--- config.mk ---
export PLATFORM = sky130hd
export DESIGN_NAME = if_fetch_flat
export DESIGN_NICKNAME = d
export VERILOG_FILES = /design/src/rtl/if_fetch_if.sv /design/src/rtl/if_fetch.sv /design/src/flat_wrapper.sv
export SDC_FILE = /design/constraint.sdc
export NUM_CORES = 1
export LEC_CHECK = 0
export CAP_MARGIN = 0
export CORE_ASPECT_RATIO = 1.75
export CORE_UTILIZATION = 55
export CTS_CLUSTER_DIAMETER = 150
export DETAILED_ROUTE_END_ITERATION = 10
export GPL_ROUTABILITY_DRIVEN = 0
export PLACE_DENSITY = 0.88
export SYNTH_ARGS = -nofsm -noshare
export SYNTH_HDL_FRONTEND = slang
export SYNTH_SLANG_ARGS = --single-unit
--- constraint.sdc ---
create_clock -name clk -period 8.72 [get_ports clk]
set_clock_uncertainty 0.15 [all_clocks]
set_input_delay 1.744 -clock clk [delete_from_list [all_inputs] [get_ports clk]]
set_output_delay 1.744 -clock clk [all_outputs]
set_load 0.01 [all_outputs]
--- src/rtl/if_fetch_if.sv ---
// ---------------------------------------------------------------------------
// if_fetch_if : byte-wide memory-controller port used by the fetch stage.
//
//   mem_req   fetch -> mem   byte read request
//   mem_addr  fetch -> mem   byte address of the request
//   mem_gnt   mem -> fetch   arbiter accepts the request this cycle
//   mem_valid mem -> fetch   requested byte returned this cycle
//   mem_rdata mem -> fetch   returned byte
//
// modport master : fetch-stage side
// modport slave  : memory-controller side
// ---------------------------------------------------------------------------
interface if_fetch_if;
   logic        mem_req;
   logic [31:0] mem_addr;
   logic        mem_gnt;
   logic        mem_valid;
   logic [7:0]  mem_rdata;

   modport master (output mem_req, mem_addr,
                   input  mem_gnt, mem_valid, mem_rdata);

   modport slave  (input  mem_req, mem_addr,
                   output mem_gnt, mem_valid, mem_rdata);
endinterface : if_fetch_if

--- src/rtl/if_fetch.sv ---
// ---------------------------------------------------------------------------
// if_fetch : instruction-fetch stage feeding the IF/ID pipeline register.
//
// Owns the architectural PC and builds each 32-bit instruction from four
// little-endian byte reads (pc+0 .. pc+3), one outstanding at a time.
//
//   clk          rising-edge clock
//   rst          asynchronous active-low reset
//   rdy          global ready; 0 freezes every register
//   stall[4:0]   pipeline stall vector; stall[1]=1 means IF/ID holds
//   use_npc      redirect request from decode
//   npc_addr     redirect target (no alignment check)
//   mem          byte-wide memory port (if_fetch_if.master)
//   stallreq_if  1 while the instruction is not yet assembled
//   if_pc        PC of the presented instruction (0 while fetching)
//   if_inst      presented instruction (0 = bubble)
// ---------------------------------------------------------------------------
module if_fetch #(
   parameter logic [31:0] RESET_PC = 32'h0000_0000
) (
   input  logic              clk,
   input  logic              rst,
   input  logic              rdy,
   input  logic [4:0]        stall,
   input  logic              use_npc,
   input  logic [31:0]       npc_addr,
   if_fetch_if.master        mem,
   output logic              stallreq_if,
   output logic [31:0]       if_pc,
   output logic [31:0]       if_inst
);

   typedef enum logic {
      FETCH = 1'b0,
      DONE  = 1'b1
   } state_e;

   state_e          state_q, state_d;
   logic [31:0]     pc_q, pc_d;
   logic [1:0]      k_q, k_d;        // index of the byte being fetched
   logic [3:0][7:0] inst_q, inst_d;  // assembly buffer, byte k at [k]
   logic            pend_q, pend_d;  // a granted byte has not returned yet
   logic            drain_q, drain_d;// the pending byte belongs to a stale PC
   logic            req_q, req_d;
   logic [31:0]     addr_q, addr_d;

   logic redirect;
   logic granted;
   logic returned;

   // Only stall[1] concerns this stage.
   logic unused_stall;
   assign unused_stall = ^{stall[4:2], stall[0]};

   assign redirect = use_npc & ~stall[1];
   assign granted  = req_q & mem.mem_gnt;
   // A return is only meaningful while a byte is outstanding.
   assign returned = pend_q & mem.mem_valid;

   // NOTE: every variable gets its hold value first so no path through the
   // block leaves one unassigned, which would infer a latch.
   always_comb begin
      state_d = state_q;
      pc_d    = pc_q;
      k_d     = k_q;
      inst_d  = inst_q;
      pend_d  = pend_q;
      drain_d = drain_q;
      addr_d  = addr_q;

      if (granted) begin
         pend_d = 1'b1;
      end
      if (returned) begin
         pend_d  = 1'b0;
         drain_d = 1'b0;
      end

      unique case (state_q)
         FETCH: begin
            if (returned && !drain_q) begin
               inst_d[k_q] = mem.mem_rdata;
               k_d         = k_q + 2'd1;
               if (k_q == 2'd3) begin
                  state_d = DONE;
               end
            end
         end
         DONE: begin
            if (!stall[1]) begin
               pc_d    = pc_q + 32'd4;
               k_d     = 2'd0;
               state_d = FETCH;
            end
         end
         default: state_d = FETCH;
      endcase

      // Redirect overrides consume and any byte captured this cycle. A byte
      // still in flight afterwards (including one granted right now) must be
      // swallowed before the new fetch may issue.
      if (redirect) begin
         pc_d    = npc_addr;
         k_d     = 2'd0;
         inst_d  = '0;
         state_d = FETCH;
         drain_d = pend_d;
      end

      // drain implies pend, so pend alone gates new requests.
      req_d = (state_d == FETCH) && !pend_d;
      if (req_d) begin
         addr_d = pc_d + {30'd0, k_d};
      end
   end

   // NOTE: non-blocking assignments so every register samples the values
   // computed before this edge, independent of statement order.
   always_ff @(posedge clk or negedge rst) begin
      if (!rst) begin
         state_q <= FETCH;
         pc_q    <= RESET_PC;
         k_q     <= 2'd0;
         // NOTE: the assembly buffer is reset too; it is small and drives
         // if_inst, so it must never expose X after reset.
         inst_q  <= '0;
         pend_q  <= 1'b0;
         drain_q <= 1'b0;
         req_q   <= 1'b0;
         addr_q  <= 32'd0;
      end else if (rdy) begin
         state_q <= state_d;
         pc_q    <= pc_d;
         k_q     <= k_d;
         inst_q  <= inst_d;
         pend_q  <= pend_d;
         drain_q <= drain_d;
         req_q   <= req_d;
         addr_q  <= addr_d;
      end
   end

   assign mem.mem_req  = req_q;
   assign mem.mem_addr = addr_q;

   assign stallreq_if = (state_q != DONE);
   assign if_pc       = (state_q == DONE) ? pc_q   : 32'd0;
   assign if_inst     = (state_q == DONE) ? inst_q : 32'd0;

endmodule : if_fetch

--- src/flat_wrapper.sv ---
// flat-port wrapper written by rule: the top's interface ports become plain ports
module if_fetch_flat 
#(
   parameter logic [31:0] RESET_PC = 32'h0000_0000
)
  (clk, rst, rdy, stall, use_npc, npc_addr, stallreq_if, if_pc, if_inst, mem_mem_req, mem_mem_addr, mem_mem_gnt, mem_mem_valid, mem_mem_rdata);
  if_fetch_if mem_i ();
  input  logic clk;
  input  logic rst;
  input  logic rdy;
  input  logic [4:0] stall;
  input  logic use_npc;
  input  logic [31:0] npc_addr;
  output logic stallreq_if;
  output logic [31:0] if_pc;
  output logic [31:0] if_inst;
  output wire logic [$bits(mem_i.mem_req)-1:0] mem_mem_req;
  output wire logic [$bits(mem_i.mem_addr)-1:0] mem_mem_addr;
  input wire logic [$bits(mem_i.mem_gnt)-1:0] mem_mem_gnt;
  input wire logic [$bits(mem_i.mem_valid)-1:0] mem_mem_valid;
  input wire logic [$bits(mem_i.mem_rdata)-1:0] mem_mem_rdata;
  assign mem_mem_req = mem_i.mem_req;
  assign mem_mem_addr = mem_i.mem_addr;
  assign mem_i.mem_gnt = mem_mem_gnt;
  assign mem_i.mem_valid = mem_mem_valid;
  assign mem_i.mem_rdata = mem_mem_rdata;
  if_fetch #(.RESET_PC(RESET_PC)) u_core (.clk(clk), .rst(rst), .rdy(rdy), .stall(stall), .use_npc(use_npc), .npc_addr(npc_addr), .mem(mem_i), .stallreq_if(stallreq_if), .if_pc(if_pc), .if_inst(if_inst));
endmodule
==> out/qor.txt <==
largest net degree at the start of global routing -> 79
worst-path maximum fanout -> 10
Final Hold Vio Count -> 0
IO buf count -> 144
total power -> 1.594 mW
DR iter-0 viols -> 427
Critical Path Max Stage Delay -> 0.87 ns
Total GRT Usage -> 29.97%
fin crit share -> 71.30%
Setup Crit Path Kind -> input pin to flip-flop
ys async rst share -> 100.0%
#FFs+latches synth -> 102
H-tree lvl count -> 3
grt total ovfl -> 0
Worst IR Drop VDD -> 0.0001324 V
outcome -> complete, no violations
slowest CP cell -> nor3_1
clock-pin slew on the worst setup and hold paths -> 0.07 ns
Final Non-Filler Cells -> 992
vias in the first global route -> 5832
vias -> 6064
most frequent CP cell -> nor3_1
crit path DAT -> 6.35 ns
Util after Layout -> 72.32%
setup repair bufs after CTS -> 0
clk sinks -> 102
die area -> 11960 sq um
Clk Latency, worst-skew pair -> 0.35 ns
max-slew violation count -> 0
Hold Path Sink -> u_core.inst_q[30]
hold path cells -> 2
Post-DRT Antenna Nets -> 0
met2 Use GR -> 54.40%
FF-to-FF Start -> u_core.pend_q
Syn. warnings -> 0
post-synthesis cell type count -> 69
Top Usage Layer GRT -> met2
Final Cell Area -> 8077 sq um
Worst Path Buf+Inv -> 2
Synth Instances -> 736
commonest non-fill, non-tap cell in the layout -> clkdlybuf4s50_1
RSZ-0062 raised after global routing -> false
syn_area_per_cell -> 8.604 sq um
Sum Neg Setup Slack -> 0 ns
# rows -> 51
Yosys top cell area share -> 40.31%
max-cap violation count -> 0
reg2reg setup slack -> 4.00 ns
share of cells above drive strength 1 -> 8.140%
Top delay family on crit path -> simple AND/OR/NAND/NOR gates
CTS Buf Count -> 9
drt wl/cell -> 17.67 microns
post-DP HPWL -> 13000 microns
Main synth FF type -> dfrtp_1
Die Ht -> 143.9 microns
Layout Nets -> 914
RR Endpoint -> u_core.mem.mem_addr[28]
Initial Utilization -> 56.71%
CTS tree -> done
Cell Chain, Critical Path -> clkdlybuf4s50_1 > nand2_1 > nor3_1 > xnor2_1 > nor2_1 > ha_1 > inv_1 > fa_1 > nor3_1 > nand2_1 > nor3_1 > or4b_4 > or3_1 > a31oi_1
worst hold path class -> flip-flop to flip-flop
Core Footprint -> 11170 sq um
number of synthesized flops with an enable pin -> 0
Power per Cell Area -> 197.3 nW/um^2
DR DRC count -> 0
placed instance area -> 7795 sq um
initial antenna violation count -> 0
hold_sp -> u_core.inst_q[30]
syn_nets -> 795
Final min period -> 6.217 ns
Leakage -> 3.277 nW
commonest non-fill, non-tap cells in the layout -> 142 x clkdlybuf4s50_1, 126 x nand2_1, 102 x dfrtp_1
Root Driver -> clkbuf_16
top cells by area, synth -> dfrtp_1 40%, nand2_1 7.5%, and2_1 6.2%
post-synthesis sequential area ratio -> 40.31%
slew at the pin closest to its max-slew limit -> 1.206 ns
Slew HR -> 19.38%
Die W -> 83.11 microns
Max Fclk -> 160.8 MHz
Post-Route WL -> 17530 microns
Vias/cell -> 6.113
crit start category -> input pin
Netlist Area Pre-Place -> 6332 sq um
DR pass1 iterations -> 5
# IOs -> 149
area grow syn2layout -> 27.54%
cell taking the most area after synthesis -> dfrtp_1
cts repair resizes -> 0
endpoint class of the critical path -> flip-flop
hold_buf cts -> 0
routing usage on met3 -> 4.538%
ant diodes -> 0
met1 Use GR -> 32.65%
first-pass GRT wire length -> 28450 microns
Worst EP required -> 8.85 ns
R2R cell count -> 13
Cells after DPL -> 976
Max clock buf depth -> 2
setup violators final -> 0
==> state kept, by name (all words and copies together), names as in the netlist <==
register and flops:
u_core.pend_q 1, u_core.mem.mem_addr 32, u_core.mem.mem_req 1, u_core.state_q 1
u_core.k_q 2, u_core.drain_q 1, u_core.inst_q 32, u_core.pc_q 32
==> through the flow <==
stage | hold WS (ns) | setup slack, ns
global route | 0.3518 | 2.294
finish | 0.3138 | 2.503
CTS | 0.3207 | 2.538
floorplan | 0.2811 | 2.270
detailed placement | 0.3054 | 2.314
global placement | 0.2940 | 2.412
==> how the worst max path moves through the flow <==
stage,startpoint,end,cells past startpoint
6_report,mem_mem_valid,u_core.mem.mem_addr[28],14
5_1_grt,mem_mem_valid,u_core.mem.mem_addr[28],14
4_1_cts,mem_mem_valid,u_core.mem.mem_addr[28],14
3_5_place_dp,mem_mem_valid,u_core.mem.mem_addr[28],14
3_3_place_gp,mem_mem_valid,u_core.mem.mem_addr[28],14
2_1_floorplan,stall[1],u_core.mem.mem_addr[28],18
==> cells by family (layout without fill, tap and decap cells) <==
family	Yosys count	after routing	share of synthesized area, %
compound gates	141	141	13.81
xor+xnor	33	33	4.564
fa+ha+maj	8	8	1.699
buf+inv	58	182	3.833
flops	102	102	40.31
mux	34	34	5.888
simple gates	360	360	29.90
==> cells in the mapped netlist (8+ instances only) <==
| cell type | number |
|---|---|
| o21ai_0 | 67 |
| dfrtp_1 | 102 |
| xor2_1 | 10 |
| nand3_1 | 33 |
| or4_1 | 11 |
| a31oi_1 | 19 |
| or3_1 | 16 |
| and2_1 | 63 |
| mux2_2 | 26 |
| nor3_1 | 10 |
| nor4_1 | 8 |
| nand4_1 | 11 |
| clkbuf_1 | 31 |
| xnor2_1 | 23 |
| inv_1 | 16 |
| nor2_1 | 50 |
| mux2i_1 | 8 |
| nand2_1 | 126 |
| a21oi_1 | 19 |
| o31ai_1 | 8 |
==> where the power goes <==
part           switching [mW]  internal (mW)  leakage [nW]
combinational           0.271          0.245          1.88
clock                   0.189          0.197         0.136
sequential              0.113          0.579          1.26
==> layer usage <==
layer	vias up	routed length, microns	share of wire, %
met5	-	0	0
met2	268	9366	53
met1	2905	6462	37
li1	2831	-	-
met4	0	819	4.7
met3	60	881	5.0
==> worst min-delay path: cells and delay by family, from the launching register on <==
family           cells  cell delay [ns]
flip-flops           1             0.34
AND/OR/NAND/NOR      2             0.10
==> final cells by class <==
| class | instances | area, sq um |
|---|---|---|
| Tap cell | 132 | 165.2 |
| Clock buffer | 9 | 225.2 |
| Timing Repair Buffer | 149 | 1471 |
| Clock inverter | 7 | 56.30 |
| Fill cell | 799 | 3090 |
| Inverter | 17 | 63.81 |
| Multi-Input combinational cell | 576 | 3542 |
| Sequential cell | 102 | 2552 |
(Power assumes the default switching activity.)
==> variant: new RTL, config.mk and constraints unchanged <==
Reset style: synchronous (`rst`), changed in one clocked block. Comments in the files are not updated.
--- a/src/rtl/if_fetch.sv
+++ b/src/rtl/if_fetch.sv
@@ -116,7 +116,7 @@
 
    // NOTE: non-blocking assignments so every register samples the values
    // computed before this edge, independent of statement order.
-   always_ff @(posedge clk or negedge rst) begin
+   always_ff @(posedge clk) begin
       if (!rst) begin
          state_q <= FETCH;
          pc_q    <= RESET_PC;
Behaviour: differs if rst is asserted again (counterexample within 4 cycles, from zero or initial values and one cycle with rst low); with rst held inactive, the same outputs for 4 cycles.
==> variant against the unedited design <==
  * Synthesized cell count grew 3.8%
  * Wire length grew 5.7%
  * Via count grew 4.5%
  * Hold slack gained 0.033 ns
  * Final area shrank 2.9%
  * Count of clock-buffer cells in the layout grew 2
  * Sequential cell count is the same
  * Setup slack lost 0.0088 ns
  * Utilization grew 0.57 points
  * Area after synthesis shrank 3.5%
  * Global-route usage grew 3.0 points
  * Highest routed layer unchanged
Power is not compared: it rests on default switching activity, and its combinational part moved more than twofold at a synthesized area within 25%.
==> variant: results (changes against the unedited design) <==
Cells and area
  – FILL cells: 804 (+0.63%)
  – Layout cells sized above 1: 5.03% (-3.1 points)
  – Fin util: 72.9% (+0.57 points)
  – Nets: 929 (+1.6%)

Worst setup path
  – Worst setup path startpoint: use_npc
  – Crit-path slowest cell: clkdlybuf4s50_1
  – FF-to-FF Start: u_core.pend_q$_SDFFE_PN0P_
  – CP peak stage delay: 0.80 ns (-0.07 ns)
  – CP max FO: 18 (+8)

Detailed routing
  – Via count: 6,339 (+4.5%)
  – Drt total wl: 18,500 µm (+5.7%)
  – Routed len/inst: 18.4 µm (+4.3%)

Placement
  – Placed Instances: 989 (+1.3%)
  – Area after DPL: 0.00755 mm² (-3.1%)
  – HPWL after DPL: 13,100 µm (+0.62%)
  – Pre-CTS setup slack: 2.25 ns (-0.0588 ns)

Worst hold path
  – Hold Path Origin: u_core.pc_q[0]$_SDFFE_PN0P_

Synth
  – Syn nets: 823 (+3.5%)
  – Cell variety after synth: 68 (-1.4%)
  – Post-synth ARST share: 0% (-100 points)
  – Ys flop type: dfxtp_1
  – Post-synthesis sequential area ratio: 33.4% (-6.9 points)
  – Top cells by count, synth: nor2_1 (122), dfxtp_1 (102), and2_1 (63)
  – Average size of a mapped cell: 8.00 µm² (-7.0%)

Global route
  – Number of global-route vias before repair: 6,129 (+5.1%)
  – Largest net degree at the start of global routing: 91 (+15%)
  – Total GRT Usage: 32.9% (+3.0 points)
  – Global-route wire length before repair: 29,500 µm (+3.8%)

CTS
  – Clock-pin slew on the worst setup and hold paths: 0.07 ns (about the same)
  – H-tree depth: 3 (unchanged)
  – Postcts setup bufs: 0 (unchanged)

Outcome
  – Status: complete, no violations

Timing
  – Slew Limit Headroom: 33.2% (+14 points)
==> variant: cell types whose count changed after synthesis, sizes merged, moves of 13 or more <==
cell / before / now
mux2i: 8 / 36
mux2: 26 / 1
dfxtp: 0 / 102
dfrtp: 102 / 0
nor2: 50 / 122
nand2: 126 / 38
a211oi: 1 / 20
a22oi: 0 / 33
o21ai: 72 / 32
nand3: 34 / 21
==> variant: cells by family after synthesis <==
family | after synthesis | synth area share (%)
flops | 102 | 33.4
xor+xnor | 29 | 4.16
fa+ha+maj | 8 | 1.76
mux | 37 | 6.08
simple gates | 346 | 30.3
buf+inv | 72 | 4.87
compound gates | 170 | 19.5
==> variant: per-layer routing <==
metal,up-vias,global-route usage (%),wire [µm]
met5,-,0,0
met4,0,19.6,1110
met3,90,6.75,1280
met2,343,57.5,9440
met1,2948,35.4,6710
li1,2958,-,-
==> variant: power breakdown <==
group,switching [mW],internal [mW]
Clock,0.183,0.223
Combinational,0.0943,0.0791
Sequential,0.0214,0.487
Total,0.298,0.789
==> variant: worst paths after layout <==
check / endpoint / slack (ns) / cells past startpoint
min: u_core.pc_q[0]$_SDFFE_PN0P_ / 0.35 / 2
max reg2reg: u_core.mem.mem_addr[24]$_SDFFE_PN0P_ / 4.17 / 12
min reg2reg: u_core.pc_q[0]$_SDFFE_PN0P_ / 0.35 / 2
max: u_core.mem.mem_addr[27]$_SDFFE_PN0P_ / 2.49 / 12
==> variant: final cells by class <==
cell class	instances	area share, %
repair buffers	152	19.1
multi-input cells	590	48.4
well taps	130	2.07
inverters	15	0.718
clock buffers	11	2.97
flip-flops and latches	102	26.0
clock inverters	5	0.750
==> variant: tightest hold or removal path: stages (launching register included) <==
cell	delay (ns)
dfxtp_1	0.32
nor2_1	0.08
a311oi_1	0.05
